### config.mk
export PLATFORM = sky130hd
export DESIGN_NAME = mem_arbiter_rr_flat
export DESIGN_NICKNAME = d
export VERILOG_FILES = /design/src/rtl/mem_arbiter_rr_if.sv /design/src/rtl/mem_arbiter_rr.sv /design/src/flat_wrapper.sv
export SDC_FILE = /design/constraint.sdc
export NUM_CORES = 1
export LEC_CHECK = 0
export BUFFER_PORTS_ARGS = -buffer_cell sky130_fd_sc_hd__clkbuf_2
export CAP_MARGIN = 25
export CORE_MARGIN = 1.5
export CORE_UTILIZATION = 51
export CTS_BUF_LIST = sky130_fd_sc_hd__clkbuf_8
export DETAILED_ROUTE_END_ITERATION = 7
export PLACE_DENSITY = 0.94
export SYNTH_ARGS = -nofsm -noshare
export SYNTH_HDL_FRONTEND = slang
export SYNTH_SLANG_ARGS = --single-unit
### constraint.sdc
create_clock -name clk -period 2.5 [get_ports clk]
set_input_delay 0.5 -clock clk [delete_from_list [all_inputs] [get_ports clk]]
set_output_delay 0.5 -clock clk [all_outputs]
set_load 0.05 [all_outputs]
### src/rtl/mem_arbiter_rr_if.sv
// Request/grant and memory-strobe bundle between two clients,
// the round-robin arbiter and the asynchronous memory port.
interface mem_arbiter_rr_if #(
  parameter int AW = 8
);
  logic          req0;
  logic          req1;
  logic          rw0;
  logic          rw1;
  logic          burst0;
  logic          burst1;
  logic [AW-1:0] addr0;
  logic [AW-1:0] addr1;
  logic          gnt0;
  logic          gnt1;
  logic          own0;
  logic          own1;
  logic          done0;
  logic          done1;
  logic          oe;
  logic          we;
  logic [AW-1:0] mem_addr;
  logic          busy;

  modport master (
    output req0, req1, rw0, rw1,
    output burst0, burst1, addr0, addr1,
    input  gnt0, gnt1, own0, own1,
    input  done0, done1, oe, we,
    input  mem_addr, busy
  );

  modport slave (
    input  req0, req1, rw0, rw1,
    input  burst0, burst1, addr0, addr1,
    output gnt0, gnt1, own0, own1,
    output done0, done1, oe, we,
    output mem_addr, busy
  );
endinterface

### src/rtl/mem_arbiter_rr.sv
// Two-client round-robin arbiter and access sequencer for the
// shared async-memory port: single read, 4-beat burst read, write.
module mem_arbiter_rr #(
  parameter int AW = 8
) (
  input logic             clk,
  input logic             reset,
  mem_arbiter_rr_if.slave bus
);

  typedef enum logic [1:0] {
    IDLE,
    READ,
    WRITE
  } state_e;

  state_e        state_q, state_d;
  logic          ptr_q, ptr_d;
  logic          own_q, own_d;
  logic          burst_q, burst_d;
  logic [1:0]    beat_q, beat_d;
  logic [AW-1:0] addr_q, addr_d;

  logic sel;
  logic last;
  logic rd;
  logic wr;
  logic first;
  logic fin;

  always_ff @(posedge clk) begin
    if (!reset) begin
      state_q <= IDLE;
      ptr_q   <= 1'b0;
      own_q   <= 1'b0;
      burst_q <= 1'b0;
      beat_q  <= 2'd0;
      addr_q  <= '0;
    end else begin
      state_q <= state_d;
      ptr_q   <= ptr_d;
      own_q   <= own_d;
      burst_q <= burst_d;
      beat_q  <= beat_d;
      addr_q  <= addr_d;
    end
  end

  // On contention ptr picks; otherwise the lone requester wins.
  assign sel  = (bus.req0 & bus.req1) ? ptr_q : bus.req1;
  assign last = beat_q == (burst_q ? 2'd3 : 2'd0);

  always_comb begin
    state_d = state_q;
    ptr_d   = ptr_q;
    own_d   = own_q;
    burst_d = burst_q;
    beat_d  = beat_q;
    addr_d  = addr_q;
    unique case (state_q)
      IDLE: begin
        if (bus.req0 | bus.req1) begin
          own_d   = sel;
          addr_d  = sel ? bus.addr1 : bus.addr0;
          burst_d = sel ? bus.burst1 : bus.burst0;
          beat_d  = 2'd0;
          if (sel ? bus.rw1 : bus.rw0)
            state_d = READ;
          else
            state_d = WRITE;
        end
      end
      READ: begin
        beat_d = beat_q + 2'd1;
        if (last) begin
          state_d = IDLE;
          ptr_d   = ~own_q;
        end
      end
      WRITE: begin
        state_d = IDLE;
        ptr_d   = ~own_q;
      end
      default: state_d = IDLE;
    endcase
  end

  assign rd    = state_q == READ;
  assign wr    = state_q == WRITE;
  assign first = wr | (rd & (beat_q == 2'd0));
  assign fin   = wr | (rd & last);

  assign bus.busy  = rd | wr;
  assign bus.oe    = rd;
  assign bus.we    = wr;
  assign bus.own0  = (rd | wr) & ~own_q;
  assign bus.own1  = (rd | wr) & own_q;
  assign bus.gnt0  = first & ~own_q;
  assign bus.gnt1  = first & own_q;
  assign bus.done0 = fin & ~own_q;
  assign bus.done1 = fin & own_q;

  // Burst beats wrap inside the aligned 4-word block.
  assign bus.mem_addr =
    rd ? {addr_q[AW-1:2], addr_q[1:0] + beat_q} :
    wr ? addr_q : '0;

endmodule

### src/flat_wrapper.sv
// flat-port wrapper written by rule: the top's interface ports become plain ports
module mem_arbiter_rr_flat 
#(
  parameter int AW = 8
)
  (clk, reset, bus_req0, bus_req1, bus_rw0, bus_rw1, bus_burst0, bus_burst1, bus_addr0, bus_addr1, bus_gnt0, bus_gnt1, bus_own0, bus_own1, bus_done0, bus_done1, bus_oe, bus_we, bus_mem_addr, bus_busy);
  mem_arbiter_rr_if #(.AW(AW)) bus_i ();
  input logic clk;
  input logic reset;
  input wire logic [$bits(bus_i.req0)-1:0] bus_req0;
  input wire logic [$bits(bus_i.req1)-1:0] bus_req1;
  input wire logic [$bits(bus_i.rw0)-1:0] bus_rw0;
  input wire logic [$bits(bus_i.rw1)-1:0] bus_rw1;
  input wire logic [$bits(bus_i.burst0)-1:0] bus_burst0;
  input wire logic [$bits(bus_i.burst1)-1:0] bus_burst1;
  input wire logic [$bits(bus_i.addr0)-1:0] bus_addr0;
  input wire logic [$bits(bus_i.addr1)-1:0] bus_addr1;
  output wire logic [$bits(bus_i.gnt0)-1:0] bus_gnt0;
  output wire logic [$bits(bus_i.gnt1)-1:0] bus_gnt1;
  output wire logic [$bits(bus_i.own0)-1:0] bus_own0;
  output wire logic [$bits(bus_i.own1)-1:0] bus_own1;
  output wire logic [$bits(bus_i.done0)-1:0] bus_done0;
  output wire logic [$bits(bus_i.done1)-1:0] bus_done1;
  output wire logic [$bits(bus_i.oe)-1:0] bus_oe;
  output wire logic [$bits(bus_i.we)-1:0] bus_we;
  output wire logic [$bits(bus_i.mem_addr)-1:0] bus_mem_addr;
  output wire logic [$bits(bus_i.busy)-1:0] bus_busy;
  assign bus_i.req0 = bus_req0;
  assign bus_i.req1 = bus_req1;
  assign bus_i.rw0 = bus_rw0;
  assign bus_i.rw1 = bus_rw1;
  assign bus_i.burst0 = bus_burst0;
  assign bus_i.burst1 = bus_burst1;
  assign bus_i.addr0 = bus_addr0;
  assign bus_i.addr1 = bus_addr1;
  assign bus_gnt0 = bus_i.gnt0;
  assign bus_gnt1 = bus_i.gnt1;
  assign bus_own0 = bus_i.own0;
  assign bus_own1 = bus_i.own1;
  assign bus_done0 = bus_i.done0;
  assign bus_done1 = bus_i.done1;
  assign bus_oe = bus_i.oe;
  assign bus_we = bus_i.we;
  assign bus_mem_addr = bus_i.mem_addr;
  assign bus_busy = bus_i.busy;
  mem_arbiter_rr #(.AW(AW)) u_core (.clk(clk), .reset(reset), .bus(bus_i));
endmodule
==> flow_summary.ini <==
[run_status]
outcome = completed

[global_route]
grt_pass1_wl_um = 3240
grt_usage_pct = 22.1
grt_pass1_vias = 799
gr-total-overflow = 0
antenna_found_initial = 0
grt_start_max_net_pins = 22

[finish]
nets = 176
area_growth_pct = 28.7
fillers = 135
post-route-util_pct = 68.7
n_antenna_cell = 0
drive_above_1_share_pct = 35.6

[clocking]
insertion_delay_ns = 0.25
clock_path_buffers = 2
path_clk_slew_ns = 0.07
cts_buffers = 3
cts_tree = built
root_buffer = clkbuf_8
cts_sinks = 15
htreeDepth = 1

[flow_run]
cap_violations = 0

[logic_synthesis]
synth_ff_type = dfxtp_1
syn_area_um2 = 902
yosysTopAreaCellShare_pct = 33.3
synth_edf_count = 0
avgSynthCellArea_um2 = 8.51
ys_seq_area_share_pct = 33.3
yosys.area.top_type = dfxtp_1
yosys_warnings = 0
synth_area_leaders = dfxtp_1, mux2i_1, a21oi_1
synthesis.nets = 135
synth_cell_types = 29
syn_inst = 106
synth-seq-cells = 15
async_flop_share_pct = 0

[timing]
maxSlewViolCount = 0
min_period_ns = 2.39
fmax_mhz = 418
setup_tns_ns = 0
layout_setup_ws_ns = 0.107
skew_ns = 0.00288
finalCritPeriodShare_pct = 95.7
hold_viol = 0
setup_violations = 0
grt_setup_unrepaired = no
slew-limit-headroom_pct = 59.5
tightest_slew_ns = 0.607

[routing]
postRouteAntennaNets = 0
drt_first_pass_iters = 4
vias = 896
routed_via_density = 5.50
drcViolationCount = 0
drt-total-wl_um = 2210
drt_iter0_drc = 10
wl_per_cell_um = 13.5

[critical_path]
arrival_ns = 1.89
crit_slowest_cell = ha_1
cp_num_buf_inv = 2
cp_max_fo = 13
cp_cell_sequence = inv_1, ha_1, mux2_2, nand2_1, o21ai_1, clkbuf_2
path_class = reg -> out
crit_required_ns = 2.00
start_kind = flip-flop
end_kind = output port
cp_top_family = adder cells
cpPeakStageDelay_ns = 0.47

[floorplanning]
die-area_um2 = 2030
rows = 15
fp.dieH_um = 45.1
initial_utilization_pct = 53.4
ios = 41
fp.coreArea_um2 = 1690
die_width_um = 45.1

[placed_design]
numPortBuffers = 40
dp_hpwl_um = 1600
gp_congestion = 0.706
place_ws_ns = 0.350

[worst_hold_path]
hold_path.class = reg -> reg

[power_and_ir_drop]
power_density_nw_per_um2 = 698
p_leak_nw = 0.567
vdd_drop_max_uv = 431
## state kept, by name, indices dropped and copies added (netlist names)
name,cells
u_core.burst_q,1
u_core.own_q,1
u_core.addr_q,8
u_core.state_q,2
u_core.beat_q,2
u_core.ptr_q,1
## power by group
group          total [W]  leakage [nW]  switching, W  internal, W
logic           0.000319         0.418      0.000217     0.000102
clock network   0.000201        0.0255     0.0000905     0.000110
registers       0.000290         0.124     0.0000208     0.000270
## synth_stat cells (all sizes together) (2+ instances only)
cell    count
nor2b       9
nand2       5
nor2        5
mux2i      10
dfxtp      15
ha          5
clkbuf      2
o21ai      13
inv         6
and2        2
a21oi      13
nand2b      2
buf         3
a211oi      2
nand3       4
## cell usage in the layout, fill, tap and decap left out
| master | instances |
|---|---|
| clkbuf_2 | 40 |
| dfxtp_1 | 15 |
| a21oi_1 | 13 |
| mux2i_1 | 10 |
| o21ai_0 | 10 |
| nor2b_1 | 7 |
| inv_1 | 6 |
| nand2_1 | 5 |
| ha_1 | 5 |
| nor2_1 | 4 |
| nand3_1 | 4 |
| o21ai_1 | 3 |
| clkbuf_8 | 3 |
| nand2b_1 | 2 |
| and2_1 | 2 |
| nor2b_2 | 2 |
| nor2_2 | 1 |
| xnor2_1 | 1 |
| mux2_2 | 1 |
| or3_4 | 1 |
| o21a_1 | 1 |
| or3b_1 | 1 |
| o32ai_1 | 1 |
| a211oi_1 | 1 |
| a41o_1 | 1 |
| a32oi_1 | 1 |
| o211ai_1 | 1 |
| a31oi_4 | 1 |
| a211oi_2 | 1 |
| clkinv_2 | 1 |
| buf_4 | 1 |
## final timing paths
kind,cells past startpoint,startpoint,slack [ns],endpoint
worst min register to register,2,u_core.beat_q[0],0.52,u_core.beat_q[0]
worst min-delay path,2,u_core.beat_q[0],0.52,u_core.beat_q[0]
worst max-delay path,6,u_core.state_q[1],0.11,bus_mem_addr[1]
worst max register to register,5,u_core.state_q[1],0.78,u_core.state_q[0]
## per-layer routing
| layer | track usage [%] | routed length (um) | part of all wire [%] |
|---|---|---|---|
| met2 | 36.6 | 1050 | 47 |
| met1 | 27.4 | 1030 | 47 |
| met3 | 4.40 | 114 | 5.2 |
| met4 | 10.6 | 17 | 0.77 |
| met5 | 0 | 0 | 0 |
## repair_timing
item,CTS,global route
buffers inserted,0,0
hold buffers,0,0
resized for setup,0,1
endpoints found under the setup margin,0,1
## per-stage QoR
step / total power [W] / area (um^2) / cells / hold WS, ns
after global routing: 0.000846 / 1160 / 163 / 0.547
after detailed placement: 0.000609 / 1110 / 159 / 0.510
after global placement: 0.000598 / 1110 / 159 / 0.496
final: 0.000810 / 1160 / 163 / 0.524
after floorplan: 0.000539 / 907 / 106 / 0.473
after CTS: 0.000810 / 1160 / 163 / 0.526
## tightest hold or removal path: cells and delay by family (launching register included)
family	cells	cell delay (ns)
DFF	1	0.35
and+or+nand+nor	1	0.07
AOI/OAI and AO/OA	1	0.05
## cell type report
type | count | area, um^2 | share of cell area, %
Multi-Input combinational cell | 80 | 563 | 48.5
Clock buffer | 3 | 41.3 | 3.56
Inverter | 6 | 22.5 | 1.94
Timing Repair Buffer | 41 | 208 | 17.9
Tap cell | 17 | 21.3 | 1.83
Sequential cell | 15 | 300 | 25.9
Clock inverter | 1 | 5.00 | 0.431
## logic make-up (layout without fill, tap and decap cells)
group	Yosys count	count (layout)	share of synthesized area [%]
flops	15	15	33.3
buf+inv	11	51	5.13
mux	11	11	12.3
compound gates	34	34	23.7
fa+ha+maj	5	5	6.93
xor+xnor	1	1	0.971
simple gates	29	29	17.6
No activity file was read; power rests on OpenSTA's default activity.
